[src/rtl/uart_serial_tx.sv]
// Serial frame transmitter: start bit, DATA_W data bits LSB first, optional even parity, stop bit.
// Each bit is held for CLKS_PER_BIT clocks; serial_o is driven straight from a flop.
module uart_serial_tx #(
  parameter int DATA_W       = 8,
  parameter int CLKS_PER_BIT = 4,
  parameter int PARITY_EN    = 0
) (
  input  logic              clk_i,
  input  logic              rst_n_i,
  input  logic [DATA_W-1:0] data_i,
  input  logic              valid_i,
  output logic              ready_o,
  output logic              serial_o,
  output logic              busy_o,
  output logic              done_o
);

  localparam logic [2:0] S_IDLE   = 3'd0;
  localparam logic [2:0] S_START  = 3'd1;
  localparam logic [2:0] S_DATA   = 3'd2;
  localparam logic [2:0] S_PARITY = 3'd3;
  localparam logic [2:0] S_STOP   = 3'd4;

  localparam int DIV_W = (CLKS_PER_BIT > 1) ? $clog2(CLKS_PER_BIT) : 1;
  localparam int BIT_W = (DATA_W > 1) ? $clog2(DATA_W) : 1;
  localparam logic [DIV_W-1:0] DIV_LAST = DIV_W'(CLKS_PER_BIT - 1);
  localparam logic [BIT_W-1:0] BIT_LAST = BIT_W'(DATA_W - 1);

  logic [2:0]        r_state;
  logic [DIV_W-1:0]  r_div;
  logic [BIT_W-1:0]  r_bitIdx;
  logic [DATA_W-1:0] r_shift;
  logic              r_parity;
  logic              r_serial;
  logic              r_done;

  logic              w_tick;
  logic              w_accept;
  logic [DATA_W-1:0] w_shiftNext;

  assign w_tick      = (r_div == DIV_LAST);
  assign w_accept    = valid_i && (r_state == S_IDLE);
  assign w_shiftNext = r_shift >> 1;

  // Divider restarts in IDLE so every bit, including the start bit, gets a full period.
  always_ff @(posedge clk_i or negedge rst_n_i) begin
    if (!rst_n_i) begin
      r_div <= '0;
    end else if (r_state == S_IDLE || w_tick) begin
      r_div <= '0;
    end else begin
      r_div <= r_div + 1'b1;
    end
  end

  always_ff @(posedge clk_i or negedge rst_n_i) begin
    if (!rst_n_i) begin
      r_state  <= S_IDLE;
      r_bitIdx <= '0;
      r_shift  <= '0;
      r_parity <= 1'b0;
      r_serial <= 1'b1;
      r_done   <= 1'b0;
    end else begin
      r_done <= 1'b0;
      case (r_state)
        S_IDLE: begin
          r_serial <= 1'b1;
          if (w_accept) begin
            r_state  <= S_START;
            r_serial <= 1'b0;
            r_shift  <= data_i;
            r_parity <= ^data_i;
            r_bitIdx <= '0;
          end
        end
        S_START: begin
          if (w_tick) begin
            r_state  <= S_DATA;
            r_serial <= r_shift[0];
          end
        end
        // Next line value is loaded one cycle early so serial_o stays a pure register.
        S_DATA: begin
          if (w_tick) begin
            r_shift <= w_shiftNext;
            if (r_bitIdx == BIT_LAST) begin
              r_state  <= (PARITY_EN != 0) ? S_PARITY : S_STOP;
              r_serial <= (PARITY_EN != 0) ? r_parity : 1'b1;
            end else begin
              r_bitIdx <= r_bitIdx + 1'b1;
              r_serial <= w_shiftNext[0];
            end
          end
        end
        S_PARITY: begin
          if (w_tick) begin
            r_state  <= S_STOP;
            r_serial <= 1'b1;
          end
        end
        S_STOP: begin
          r_serial <= 1'b1;
          if (w_tick) begin
            r_state <= S_IDLE;
            r_done  <= 1'b1;
          end
        end
        default: begin
          r_state  <= S_IDLE;
          r_serial <= 1'b1;
        end
      endcase
    end
  end

  assign ready_o  = (r_state == S_IDLE);
  assign busy_o   = (r_state != S_IDLE);
  assign serial_o = r_serial;
  assign done_o   = r_done;

endmodule

[config.mk]
export PLATFORM = sky130hd
export DESIGN_NAME = uart_serial_tx
export DESIGN_NICKNAME = d
export VERILOG_FILES = /design/src/rtl/uart_serial_tx.sv
export SDC_FILE = /design/constraint.sdc
export NUM_CORES = 1
export LEC_CHECK = 0
export BUFFER_PORTS_ARGS = -buffer_cell sky130_fd_sc_hd__buf_2
export CAP_MARGIN = 5
export CORE_MARGIN = 3
export CORE_UTILIZATION = 40
export CTS_CLUSTER_SIZE = 20
export DETAILED_ROUTE_END_ITERATION = 10
export SYNTH_ARGS = -nofsm -noshare
export SYNTH_HDL_FRONTEND = slang
export SYNTH_SLANG_ARGS = --single-unit
[constraint.sdc]
create_clock -name clk_i -period 4.45 [get_ports clk_i]
set_input_delay 0.445 -clock clk_i [delete_from_list [all_inputs] [get_ports clk_i]]
set_output_delay 0.445 -clock clk_i [all_outputs]
set_load 0.01 [all_outputs]
# Yosys cells after proc, flatten, opt, wreduce, memory -nomap -nowiden
# Cells that the tools add are included.
dict set report totals {
  regBits 18
  latch_bits 0
  ram_bits 0
  rom_bits 0
  input_bits 11
  output_inout_bits 4
  word_cells 53
  mem_count 0
}
dict set report classes {
  n_addsub 2
  mul 0
  div 0
  magnitude_cmp 0
  n_eq_ne 13
  shifts 0
  muxes 23
  bitwise_logic 0
  n_reduce_logical 9
}
# operator n
set op_table {}
lappend op_table {{$mux W3} 9}
lappend op_table {{$mux W8} 2}
lappend op_table {{$pmux W8 S2} 1}
lappend op_table {{$pmux W3 S5} 1}
lappend op_table {{$ne A2 B2 Y1 const B} 6}
lappend op_table {{$mux W1} 7}
lappend op_table {{$eq A3 B2 Y1 const B} 2}
lappend op_table {{$eq A3 B3 Y1 const B} 2}
lappend op_table {{$pmux W3 S2} 1}
lappend op_table {{$reduce_and A3 Y1} 2}
lappend op_table {{$reduce_and A6 Y1} 1}
lappend op_table {{$pmux W1 S4} 1}
lappend op_table {{$reduce_and A4 Y1} 1}
lappend op_table {{$add A3 B1 Y3 const B} 1}
lappend op_table {{$eq A3 B1 Y1 const B} 1}
lappend op_table {{$logic_not A3 Y1} 1}
lappend op_table {{$reduce_bool A3 Y1} 1}
lappend op_table {{$add A2 B1 Y2 const B} 1}
lappend op_table {{$eq A2 B2 Y1 const B} 1}
lappend op_table {{$mux W2} 1}
lappend op_table {{$ne A2 B1 Y1 const B} 1}
lappend op_table {{$reduce_bool A2 Y1} 1}
lappend op_table {{$logic_and A1 B1 Y1} 1}
lappend op_table {{$logic_or A1 B1 Y1} 1}

# Depth between registers and ports, before layout
dict set report depth {
  ltp_word 4
  depth_mapped 5
  ltp_nobuf 5
}

# Worst setup path before layout
# No wires, ideal clock.
dict set report synth_timing {
  path_type {reg2out}
  start {register r_state[1]}
  end {output busy_o}
  arrival_ps 1261
  t_required_ps 4005
  slack_ps 2744
  stages_incl_launch_ff 5
  n_path_buf 2
  cell_sequence {dfrtp_1 > buf_6 > buf_2 > nor3_1 > inv_1}
}
dict set report synth_via {
  elab_chain_len 1
}
# item line_no
set synth_rtl {}
lappend synth_rtl {{start, declared} 29} ;# logic [2:0] r_state;
lappend synth_rtl {{start signal, assigned} 88} ;# r_state <= (PARITY_EN != 0) ? S_PARITY : S_STOP;
lappend synth_rtl {{$reduce_bool A3 Y1} 118} ;# assign busy_o = (r_state != S_IDLE);
lappend synth_rtl {{end, declared} 14} ;# output logic busy_o,
# No other way between the ends.

# Final worst setup path
# Ends and elaborated chain as after synthesis.

==> flow_metrics.py <==
metrics = {
    "synthesis": {
        "synth_warnings": 0,
        "synth_cell_types": 28,
        "async_flop_share": 1.00,
        "seq_area_frac_synth": 0.476,
        "synth-edff-count": 0,
        "syn_nets": 99,
        "syn-mean-instance-area_um2": 11.2,
        "synth_area_um2": 950,
        "synth_ff_type": "dfrtp_1",
        "ys_ff_latch": 18,
        "synth_cells": 85,
    },
    "grt": {
        "overflow": 0,
        "grt_pass1_vias": 684,
        "grt_start_max_net_pins": 20,
        "grt_pass1_wl_um": 2930,
        "grt_antenna_before_repair": 0,
        "grt_usage": 0.140,
    },
    "outcome": {
        "outcome": "completed",
    },
    "clock_network": {
        "clkLatencyLatePin_ns": 0.30,
        "clk_pin_slew_worst_paths_ns": 0.11,
        "clock_path_buffers": 2,
        "cts-root-buf": "clkbuf_4",
        "cts_setup_buffers": 0,
        "cts.sinks": 18,
        "htreeDepth": 1,
        "cts.repair.resized": 0,
        "cts_hold_buf": 0,
        "numCtsBuffers": 3,
        "cts_tree": "yes",
    },
    "critical_path": {
        "worstPathMaxFanout": 19,
        "cp-end-kind": "output pin",
        "reg2regPathDepth": 4,
        "crit_type": "flip-flop to output pin",
        "critPathLaunchType": "flip-flop",
        "required_ns": 4.01,
        "cp.arrival_ns": 1.60,
    },
    "sta": {
        "tightest_slew_ns": 0.622,
        "skew_ns": 0.00905,
        "worst_slack_ns": 2.41,
        "fin_crit_ns": 2.04,
        "maxSlewHeadroom": 0.585,
        "setup_viol": 0,
        "whs_ns": 0.0528,
        "drv_slew": 0,
        "rsz0062_at_grt": "no",
        "fin_crit_sh": 0.459,
        "finalHoldViolCount": 0,
        "tns_ns": 0,
        "fmax_mhz": 489,
    },
    "power": {
        "peakVddDrop_v": 0.000279,
        "total_power_mw": 0.687,
        "p_per_area_mw_per_mm2": 655,
        "leakagePower_nw": 0.468,
    },
    "layout": {
        "drive_above_1_share": 0.354,
        "final_cell_mix": "dfrtp_1 (17), mux2_2 (14), buf_2 (14)",
        "fillers": 245,
        "syn_to_final_growth_pct": 10.4,
        "final_util": 0.469,
        "final_common_cell": "dfrtp_1",
        "nets": 114,
        "diodes": 0,
    },
    "route": {
        "ant_nets": 0,
        "routed_wl_um": 1650,
        "drt-pass1-iter-count": 3,
        "routed_via_density": 5.38,
        "wl_per_cell_um": 13.0,
        "drt_iter0_drc": 7,
        "drc": 0,
        "vias": 683,
    },
    "run": {
        "cap_violations": 0,
    },
    "min_path": {
        "worstHoldPathType": "primary input to async pin",
    },
    "floorplanning": {
        "die_area_mm2": 0.00299,
        "core_mm2": 0.00223,
        "die_y_um": 54.7,
        "rows": 17,
        "die_x_um": 54.7,
        "io_pins": 15,
        "start_util": 0.425,
    },
    "place": {
        "pre_cts_slack_ns": 2.71,
        "dp_hpwl_um": 1220,
        "portBuffers": 14,
        "gp_congestion": 0.826,
    },
}
[power breakdown]
| part | internal (mW) | leakage (nW) | switching [mW] |
|---|---|---|---|
| clock network | 0.0349 | 0.0150 | 0.0525 |
| logic | 0.154 | 0.237 | 0.132 |
| registers | 0.241 | 0.215 | 0.0723 |
[logic make-up (layout without fill, tap and decap cells)]
kind of cell | Yosys count | in the layout | synth area share
AND/OR/NAND/NOR | 30 | 30 | 0.190
flip-flops | 18 | 18 | 0.476
multiplexers | 15 | 15 | 0.177
buffers and inverters | 10 | 24 | 0.0580
AO/OA/AOI/OAI | 9 | 9 | 0.0606
adder cells (fa/ha/maj) | 3 | 3 | 0.0395
[registers in the layout, indices dropped and copies added, names as in the netlist]
| signal | cells |
|---|---|
| r_div | 2 |
| r_bitIdx | 3 |
| r_state | 3 |
| serial_o | 1 |
| done_o | 1 |
| r_shift | 8 |
[Yosys cell counts (2+ instances only)]
cell type | n | share of area
o21ai_0 | 4 | 0.021
ha_1 | 3 | 0.040
dfrtp_1 | 17 | 0.45
nand3b_1 | 4 | 0.032
nand2_1 | 5 | 0.020
nand4b_1 | 2 | 0.018
buf_6 | 2 | 0.024
a21oi_1 | 2 | 0.011
inv_1 | 5 | 0.020
mux2_2 | 14 | 0.17
nor3_1 | 4 | 0.021
buf_2 | 2 | 0.011
nor3b_1 | 2 | 0.016
nand3_1 | 5 | 0.026
[critical path: stages (launching register included)]
cell	delay, ns
dfrtp_1	0.62
nor3_1	0.46
inv_1	0.07
buf_2	0.15
[cell type report]
type / instances / area [µm²] / share of cell area
Timing Repair Buffer: 14 / 70.1 / 0.0668
Multi-Input combinational cell: 57 / 443 / 0.422
Inverter: 6 / 22.5 / 0.0215
Clock buffer: 4 / 26.3 / 0.0251
Sequential cell: 18 / 452 / 0.431
Tap cell: 28 / 35.0 / 0.0334
[metrics by stage]
stage,instance area [µm²],std cells
finish,1050,127
global route,1050,127
CTS,1050,127
detailed placement,1020,123
global placement,1020,123
floorplan,950,85
[worst paths after layout]
| path | from | endpoint | slack [ns] |
|---|---|---|---|
| max reg2reg | r_bitIdx[0] | serial_o | 2.70 |
| max | r_state[1] | busy_o | 2.41 |
| max in group asynchronous | rst_n_i | serial_o | 4.07 |
| min reg2reg | r_div[0] | r_div[0] | 0.45 |
| min in group clk_i | data_i[7] | r_shift[7] | 0.40 |
| min | rst_n_i | r_state[2] | 0.05 |
[layer usage]
layer / part of all wire / track usage / wire (µm)
met1: 0.46 / 0.162 / 766
met2: 0.49 / 0.244 / 812
met3: 0.024 / 0.0327 / 40
met4: 0.020 / 0.0622 / 33
met5: 0 / 0 / 0
Note: power is estimated with default switching activity, not from simulation.
